### src/rtl/board_io_pkg.sv
// Shared board-I/O definitions: synchronizer depth, default debounce window
// and the per-bit debounce state encoding.
package board_io_pkg;

    localparam int unsigned SYNC_STAGES             = 2;
    localparam int unsigned DEBOUNCE_CYCLES_DEFAULT = 500000;

    typedef enum logic {
        DB_IDLE  = 1'b0,
        DB_COUNT = 1'b1
    } debounce_state_t;

endpackage : board_io_pkg

### src/rtl/bit_debouncer.sv
// Single-bit switch conditioner: 2-flop synchronizer, stability counter,
// two-state accept FSM and registered rise/fall pulses.
// Ports:
//   clk        system clock
//   rst_n      synchronous active-low reset
//   raw        asynchronous switch pad
//   debounced  accepted (debounced) switch level
//   rise       one-cycle pulse on accepted 0->1
//   fall       one-cycle pulse on accepted 1->0
//   changed_c  combinational: a pulse will be registered at the next edge
module bit_debouncer
    import board_io_pkg::*;
#(
    parameter int unsigned DEBOUNCE_CYCLES = DEBOUNCE_CYCLES_DEFAULT
) (
    input  logic clk,
    input  logic rst_n,
    input  logic raw,
    output logic debounced,
    output logic rise,
    output logic fall,
    output logic changed_c
);

    localparam int unsigned CNT_W = $clog2(DEBOUNCE_CYCLES);
    localparam logic [CNT_W-1:0] CNT_LAST = CNT_W'(DEBOUNCE_CYCLES - 1);

    logic [SYNC_STAGES-1:0] sync;
    logic                   stable;
    debounce_state_t        state, state_nxt;
    logic [CNT_W-1:0]       cnt, cnt_nxt;
    logic                   debounced_nxt;
    logic                   rise_nxt;
    logic                   fall_nxt;

    // Last synchronizer stage is the only copy of the input the FSM sees.
    assign stable = sync[SYNC_STAGES-1];

    // State, counter, synchronizer and output registers.
    always_ff @(posedge clk) begin
        if (!rst_n) begin
            sync      <= '0;
            state     <= DB_IDLE;
            cnt       <= '0;
            debounced <= 1'b0;
            rise      <= 1'b0;
            fall      <= 1'b0;
        end else begin
            sync      <= {sync[SYNC_STAGES-2:0], raw};
            state     <= state_nxt;
            cnt       <= cnt_nxt;
            debounced <= debounced_nxt;
            rise      <= rise_nxt;
            fall      <= fall_nxt;
        end
    end

    // Next-state logic: accept only after DEBOUNCE_CYCLES consecutive mismatches.
    always_comb begin
        state_nxt     = state;
        cnt_nxt       = cnt;
        debounced_nxt = debounced;
        rise_nxt      = 1'b0;
        fall_nxt      = 1'b0;
        case (state)
            DB_IDLE: begin
                cnt_nxt = '0;
                if (stable != debounced) begin
                    state_nxt = DB_COUNT;
                    cnt_nxt   = CNT_W'(1);
                end
            end
            DB_COUNT: begin
                if (stable == debounced) begin
                    state_nxt = DB_IDLE;
                    cnt_nxt   = '0;
                end else if (cnt == CNT_LAST) begin
                    // Terminal count: take the new level and clear so cnt never wraps.
                    debounced_nxt = stable;
                    rise_nxt      = stable;
                    fall_nxt      = ~stable;
                    cnt_nxt       = '0;
                    state_nxt     = DB_IDLE;
                end else begin
                    cnt_nxt = cnt + CNT_W'(1);
                end
            end
            default: begin
                state_nxt = DB_IDLE;
                cnt_nxt   = '0;
            end
        endcase
    end

    assign changed_c = rise_nxt | fall_nxt;

endmodule : bit_debouncer

### src/rtl/switch_debounce.sv
// Slide-switch conditioning stage: per-bit synchronize + debounce, with
// per-bit rise/fall pulses and a registered any-change flag.
// Ports:
//   clk           system clock
//   rst_n         synchronous active-low reset
//   sw_raw        raw switch pads (asynchronous)
//   sw_debounced  debounced switch vector
//   sw_rise       per-bit one-cycle 0->1 pulse
//   sw_fall       per-bit one-cycle 1->0 pulse
//   sw_changed    OR of sw_rise | sw_fall, same cycle as the pulses
module switch_debounce
    import board_io_pkg::*;
#(
    parameter int unsigned WIDTH           = 16,
    parameter int unsigned DEBOUNCE_CYCLES = DEBOUNCE_CYCLES_DEFAULT
) (
    input  logic             clk,
    input  logic             rst_n,
    input  logic [WIDTH-1:0] sw_raw,
    output logic [WIDTH-1:0] sw_debounced,
    output logic [WIDTH-1:0] sw_rise,
    output logic [WIDTH-1:0] sw_fall,
    output logic             sw_changed
);

    // Window of one cycle would make the counter zero bits wide.
    if (DEBOUNCE_CYCLES < 2) begin : g_bad_cycles
        $error("switch_debounce: DEBOUNCE_CYCLES must be >= 2");
    end

    logic [WIDTH-1:0] bit_changed_c;

    // One independent conditioner per switch.
    for (genvar i = 0; i < int'(WIDTH); i++) begin : g_bit
        bit_debouncer #(
            .DEBOUNCE_CYCLES(DEBOUNCE_CYCLES)
        ) u_bit (
            .clk       (clk),
            .rst_n     (rst_n),
            .raw       (sw_raw[i]),
            .debounced (sw_debounced[i]),
            .rise      (sw_rise[i]),
            .fall      (sw_fall[i]),
            .changed_c (bit_changed_c[i])
        );
    end

    // Registered from the pulses' next values so it lines up with them.
    always_ff @(posedge clk) begin
        if (!rst_n) begin
            sw_changed <= 1'b0;
        end else begin
            sw_changed <= |bit_changed_c;
        end
    end

endmodule : switch_debounce

### config.mk
export PLATFORM = sky130hd
export DESIGN_NAME = switch_debounce
export DESIGN_NICKNAME = d
export VERILOG_FILES = /design/src/rtl/board_io_pkg.sv /design/src/rtl/bit_debouncer.sv /design/src/rtl/switch_debounce.sv
export SDC_FILE = /design/constraint.sdc
export NUM_CORES = 1
export LEC_CHECK = 0
export CORE_MARGIN = 3
export CORE_UTILIZATION = 58
export DETAILED_ROUTE_END_ITERATION = 16
export GPL_ROUTABILITY_DRIVEN = 0
export PLACE_DENSITY = 0.85
export SLEW_MARGIN = 0
export SYNTH_ARGS = -nofsm -noshare
export SYNTH_HDL_FRONTEND = slang
export SYNTH_SLANG_ARGS = --single-unit
### constraint.sdc
create_clock -name clk -period 5 [get_ports clk]
set_input_delay 1.5 -clock clk [delete_from_list [all_inputs] [get_ports clk]]
set_output_delay 1.5 -clock clk [all_outputs]
set_load 0.02 [all_outputs]
==> results.md <==
* Mapped Area at 16980 µm²
* Die ar. at 31360 µm²
* Drt first-iter violations at 730
* Max Clock Skew at 0.01415 ns
* EDFF count, synth at 0
* Initial antenna violation count at 1
* Post-synth net total at 1942
* Clk_lat worst skew at 0.53 ns
* Max-cap violations at 0
* Crit path largest cell delay at 0.71 ns
* Cell area power density at 332.4 nW/µm²
* RR Endpoint: g_bit[12].u_bit.cnt[14]
* Critical R2R Launch: g_bit[12].u_bit.cnt[9]
* Most common cell in the netlist: dfxtp_1
* Synth top cells by count: dfxtp_1, nor2_1, xnor2_1
* Primary FF master, synth: dfxtp_1
* Fin. Hold Viols at 0
* Post_cts resized at 0
* Postcts setup bufs at 0
* Levels on crit path at 1
* Share of cells above drive strength 1 at 0.04188
* Total number of vias at 12.73k
* Hold Slack at 0.4329 ns
* ANT cells at 0
* Outcome: finished clean
* # hold bufs at CTS at 0
* Register area share after synthesis at 0.4728
* Post-Syn Instances at 1908
* Setup tns final at 0 ns
* Type of origin of the critical path: flop
* WP buf/inv at 1
* Top delay family on crit path: buffers and inverters
* Clk root buf: clkbuf_16
* Antenna viol nets, final at 0
* Most area-hungry cell type in the Yosys netlist: dfxtp_1
* Final setup violation count at 0
* Critical path fanouts, max at 5
* R2R Setup Slk at 2.64 ns
* Critical Path Start: g_bit[9].u_bit.debounced
* Setup crit end: sw_debounced[9]
* # H-tree levels at 2
* IR drop worst, VDD at 0.0002595 V
* Grt ovf at 0
* Global-route wire length before repair at 55210 µm
* Final net count at 1963
* Unique cell type count in the Yosys netlist at 48
* Via density per instance at 5.435
* Yosys reg bits at 401
* Floorplan core area at 28780 µm²
* Worst slew margin at 0.3566
* RSZ-0062 raised after global routing: false
* Drt total wl at 32180 µm
* CTS tree: built
* Post-synth top area share at 0.4728
* Gr usage total at 0.2046
* CTS clock-pin slew for the worst setup and hold paths at 0.06 ns
* Hold/Removal Path Class: reg -> reg
* Fillers at 2207
* Crit end category: output port
* Worst setup path class: reg -> out
* Routed len/inst at 13.74 µm
* Final period util at 0.6297
* Initial Utilization at 0.5899
* Slowest-stage cell, CP: clkdlybuf4s50_1
* Yosys Warn Count at 0
* IO Pins at 67
* Number of global-route vias before repair at 12.04k
* DRC at 0
* Clk buf depth at 3
* Syn avg cell area at 8.899 µm²
* CTS Buf Count at 40
* Port-buffer cells at 66
* Worst Max-Slew Pin Slew at 0.9650 ns
* CP Data Required Time at 3.50 ns
* CP cell instances: clkdlybuf4s50_1
* Max frequency at 317.6 MHz
* Largest net degree at the start of global routing at 48
* Die Span Y at 177.1 µm
* Leak at 6.022 nW
* Worst EP arrival at 1.65 ns
* Ranking of synthesized cells by area: dfxtp_1, nor2_1, xnor2_1
* Ys async rst share at 0
* Area Growth Syn to Fin at 11.47%
* First-pass DRT Iterations at 5
* HPWL Detailed at 21720 µm
* R2R depth at 5
* Clock sink total at 401
* Die width at 177.1 µm
* Tmin final at 3.148 ns
* Row cnt at 62
* Final-report max-slew violation count at 0
==> sequential cells by signal, indices dropped and copies added, names as in the netlist <==
signal and count:
g_bit.u_bit.debounced 16, g_bit.u_bit.cnt 304, g_bit.u_bit.fall 16, sw_changed 1, g_bit.u_bit.rise 16, g_bit.u_bit.sync 32
g_bit.u_bit.state 16
==> power by group <==
group / total, mW / internal, mW / switching [mW]
Sequential: 3.23 / 3.21 / 0.0146
Combinational: 0.0587 / 0.0269 / 0.0318
Clock: 3.00 / 1.80 / 1.21
Total: 6.29 / 5.04 / 1.26
==> worst register-to-register path, delay by kind of cell, from the launching register on <==
kind             cells  cell delay (ns)
flip-flops           1             0.35
AND/OR/NAND/NOR      5             1.87
==> cells in the final DEF, fill, tap and decap left out, types with 4 or more instances in the layout <==
| master | synthesis | final |
|---|---|---|
| nand4_1 | 61 | 61 |
| nor4bb_1 | 13 | 13 |
| and3_1 | 37 | 37 |
| xnor2_1 | 143 | 143 |
| o21a_1 | 13 | 13 |
| nand3_1 | 134 | 134 |
| nor2_1 | 399 | 399 |
| clkinv_2 | 0 | 6 |
| or3_1 | 19 | 19 |
| or2_2 | 4 | 4 |
| nand2_1 | 112 | 112 |
| nor3b_1 | 10 | 10 |
| inv_1 | 52 | 52 |
| dfxtp_1 | 401 | 401 |
| a21oi_1 | 8 | 8 |
| nor4_1 | 23 | 23 |
| and2_1 | 40 | 40 |
| clkbuf_1 | 34 | 7 |
| and4b_1 | 19 | 19 |
| mux2i_1 | 16 | 16 |
| ha_1 | 16 | 16 |
| nor3_1 | 65 | 65 |
| nor2b_1 | 4 | 4 |
| o21ai_0 | 6 | 6 |
| and4_1 | 31 | 31 |
| nor4b_1 | 18 | 18 |
| buf_4 | 49 | 4 |
| xor2_1 | 141 | 141 |
| clkbuf_8 | 0 | 9 |
| clkdlybuf4s50_1 | 0 | 65 |
| or4_1 | 5 | 5 |
| nand4b_1 | 4 | 4 |
| clkbuf_16 | 0 | 41 |
==> worst min-delay path by stage <==
stage	startpoint	endpoint	slack (ns)	cells past startpoint
floorplan	g_bit[0].u_bit.sync[0]	g_bit[0].u_bit.sync[1]	0.41	1
global placement	g_bit[14].u_bit.sync[0]	g_bit[14].u_bit.sync[1]	0.41	1
detailed placement	g_bit[10].u_bit.sync[0]	g_bit[10].u_bit.sync[1]	0.42	1
CTS	g_bit[10].u_bit.sync[0]	g_bit[10].u_bit.sync[1]	0.44	1
global route	g_bit[11].u_bit.sync[0]	g_bit[11].u_bit.sync[1]	0.45	1
finish	g_bit[10].u_bit.sync[0]	g_bit[10].u_bit.sync[1]	0.43	1
==> metal layers <==
metal  track usage  share of wire  vias to the layer above
li1              -              -                     6430
met1        0.2681           0.46                     6010
met2        0.3423           0.48                      221
met3       0.03711          0.043                       66
met4       0.06809          0.023                        2
met5             0        0.00037                        -
==> cell type report <==
class / count / area [µm²] / area share
Multi-Input combinational cell: 1363 / 8198 / 0.4331
Clock buffer: 57 / 1176 / 0.06214
Timing Repair Buffer: 70 / 685.7 / 0.03623
Tap cell: 384 / 480.5 / 0.02539
Clock inverter: 14 / 160.2 / 0.008462
Inverter: 53 / 198.9 / 0.01051
Sequential cell: 401 / 8028 / 0.4241
==> kinds of logic (layout without fill, tap and decap cells) <==
logic type | count (synthesis) | count (layout) | share of synthesized area
AND/OR/NAND/NOR | 1012 | 1012 | 0.3017
flip-flops | 401 | 401 | 0.4728
XOR/XNOR | 284 | 284 | 0.1465
buffers and inverters | 144 | 194 | 0.04436
AO/OA/AOI/OAI | 35 | 35 | 0.01341
adder cells (fa/ha/maj) | 16 | 16 | 0.01179
multiplexers | 16 | 16 | 0.009432
==> metrics by stage <==
step	cells	instance area [µm²]	util	total power [mW]	worst slack (ns)
after floorplan	1908	16980	-	3.327	2.246
after global placement	2271	17590	0.6112	3.354	1.537
after detailed placement	2271	17590	0.6112	3.358	1.445
after CTS	2342	18930	0.6576	6.352	1.828
after global routing	2342	18930	0.6576	6.486	1.779
final	2342	18930	0.6576	6.292	1.852
Note: power is estimated with default switching activity, not from simulation.
==> edit, RTL diff (same settings) <==
The parameter `WIDTH` goes from 16 to 14.
--- a/src/rtl/switch_debounce.sv
+++ b/src/rtl/switch_debounce.sv
@@ -11,7 +11,7 @@
 module switch_debounce
     import board_io_pkg::*;
 #(
-    parameter int unsigned WIDTH           = 16,
+    parameter int unsigned WIDTH           = 14,
     parameter int unsigned DEBOUNCE_CYCLES = DEBOUNCE_CYCLES_DEFAULT
 ) (
     input  logic             clk,
Interface: changed (resized sw_debounced, sw_fall, sw_raw and sw_rise); port bits go from 67 to 59. The function was not compared with the original's and may differ.
==> edit against the unedited design <==
Sequential share of layout area up 0.064 points; critical endpoint is now sw_debounced[6]; utilization down 0.26 points; power down 14%; synthesized cell count down 12%; design area down 13%; non-clock buffer count down 10; critical path depth unchanged; via count down 13%; area after synthesis down 12%; sequential cell count down 50; critical path type unchanged; register-to-register slack worse by 0.05 ns; routed wire length down 13%; worst setup slack better by 0.020 ns; cell count down 13%.
==> edit: results (changes against the unedited design) <==
Parameter                              Value

Logic synthesis
  Synth cell types ... 49 (+2.1%)
  Warnings from Yosys ... 0 (unchanged)
  Sequential fraction of the synthesis area ... 0.470 (-0.00309)
  Cell types with the highest counts after synthesis ... 357 x nor2_1, 351 x dfxtp_1, 146 x xnor2_1, 106 x xor2_1, 104 x nand3_1
  Most area-consuming cells after synthesis ... dfxtp_1 47%, nor2_1 9.0%, xnor2_1 8.5%
  Synthesized area per cell ... 8.95 sq um (+0.54%)

Setup path
  Cell type of the slowest stage on the worst timing path ... clkdlybuf4s50_1
  Slowest stage delay, CP ... 0.70 ns
  Reg-to-reg slack, setup ... 2.59 ns (-0.05 ns)
  Critical path fanouts, max ... 5 (unchanged)
  Endpoint arrival time on the critical path ... 1.63 ns (-0.02 ns)
  Largest delay contributor family on the critical path ... buffers and inverters

Placed design
  Half-perimeter wire length after placement ... 19000 um (-12%)
  PortBufs ... 58 (-12%)
  Placed insts ... 1979 (-13%)

Status
  Status ... complete, no violations

Detailed routing
  Violation count after the first detailed-route iteration ... 689 (-5.6%)
  Detail Route Antenna Nets ... 0 (unchanged)
  Routed len/inst ... 13.7 um (-0.28%)
  Via-to-Cell Ratio ... 5.42 (-0.32%)
  Total detailed-routing wirelength ... 27900 um (-13%)

Final layout
  Largest registers ... g_bit.u_bit.cnt: 266 flops, g_bit.u_bit.sync: 28 flops
  Net count reported at finish ... 1717 (-13%)
  Antenna diode count ... 0 (unchanged)
  Share of final-layout standard cells stronger than drive strength 1 ... 0.0463 (+0.00437)

Clock network
  CTS Buf Count ... 36 (-10%)
  Worst skew pair latency ... 0.51 ns (-0.02 ns)
  Clock edge transition at the registers on the reported setup and hold paths ... 0.06 ns (about the same)
  Count of buffers added by post-CTS timing repair for setup ... 0 (unchanged)
  Resized Gates After CTS ... 0 (unchanged)
  CTS Buffer Depth ... 3 (unchanged)

Global routing
  GR Util All Layers ... 0.197 (-0.00806)
  Maximum number of pins on one net before global-route repair ... 57 (+19%)
  Number of antenna violations at the first check in global routing ... 0 (-1)
  Wire length of the first global-routing pass ... 48000 um (-13%)
  Via count of the first global-routing pass ... 10700 (-11%)

Worst hold path
  Kind of path behind the tightest hold check ... reg -> reg
  Cell depth of the worst min-delay path ... 1 (unchanged)

Timing
  Largest clock skew in the final design ... 0.00949 ns (-0.00467 ns)
  Remaining max-slew budget at the tightest pin ... 0.388 (+0.0315)
  Count of final max-slew check failures ... 0 (unchanged)
  Fin Hold WS ... 0.430 ns (-0.00261 ns)

Power
  Worst IR drop on VDD ... 0.000274 V (+5.6%)
  Leakage power ... 5.29 nW (-12%)
-- edit: metal layers --
layer | track usage | wire, um
met1 | 0.251 | 12900
met3 | 0.0311 | 1030
met2 | 0.341 | 13200
met4 | 0.0646 | 810
met5 | 0 | 0
-- edit: power by group --
part | total (mW) | leakage [nW] | internal (mW) | switching, mW
clock | 2.54 | 0.564 | 1.50 | 1.04
combinational | 0.0489 | 1.89 | 0.0232 | 0.0257
sequential | 2.83 | 2.83 | 2.81 | 0.0132
total | 5.41 | 5.29 | 4.33 | 1.08
-- edit: worst paths after layout --
check,start,endpoint
max,g_bit[6].u_bit.debounced,sw_debounced[6]
min,g_bit[11].u_bit.sync[0],g_bit[11].u_bit.sync[1]
max reg2reg,g_bit[7].u_bit.cnt[6],g_bit[7].u_bit.cnt[13]
min reg2reg,g_bit[11].u_bit.sync[0],g_bit[11].u_bit.sync[1]
-- edit: final cells by class --
type	count	area, sq um
fillers	1984	8710
multi-input cells	1188	7210
flip-flops and latches	351	7030
clock buffers	48	1040
repair buffers	60	591
well taps	330	413
inverters	50	188
clock inverters	11	80.1
-- edit: cells by family (layout without fill, tap and decap cells) --
kind of cell             after synthesis  in the layout  synth area share
AO/OA/AOI/OAI                         26             26            0.0121
AND/OR/NAND/NOR                      884            884             0.302
buffers and inverters                133            169            0.0485
XOR/XNOR                             252            252             0.148
flip-flops                           351            351             0.470
multiplexers                          12             12           0.00803
adder cells (fa/ha/maj)               14             14            0.0117
-- edit: per-stage QoR --
stage                     worst slack (ns)  area, sq um
after floorplan                       2.22        15000
after global placement                1.65        15400
after detailed placement              1.58        15400
after CTS                             1.88        16500
after global routing                  1.83        16500
final                                 1.87        16500
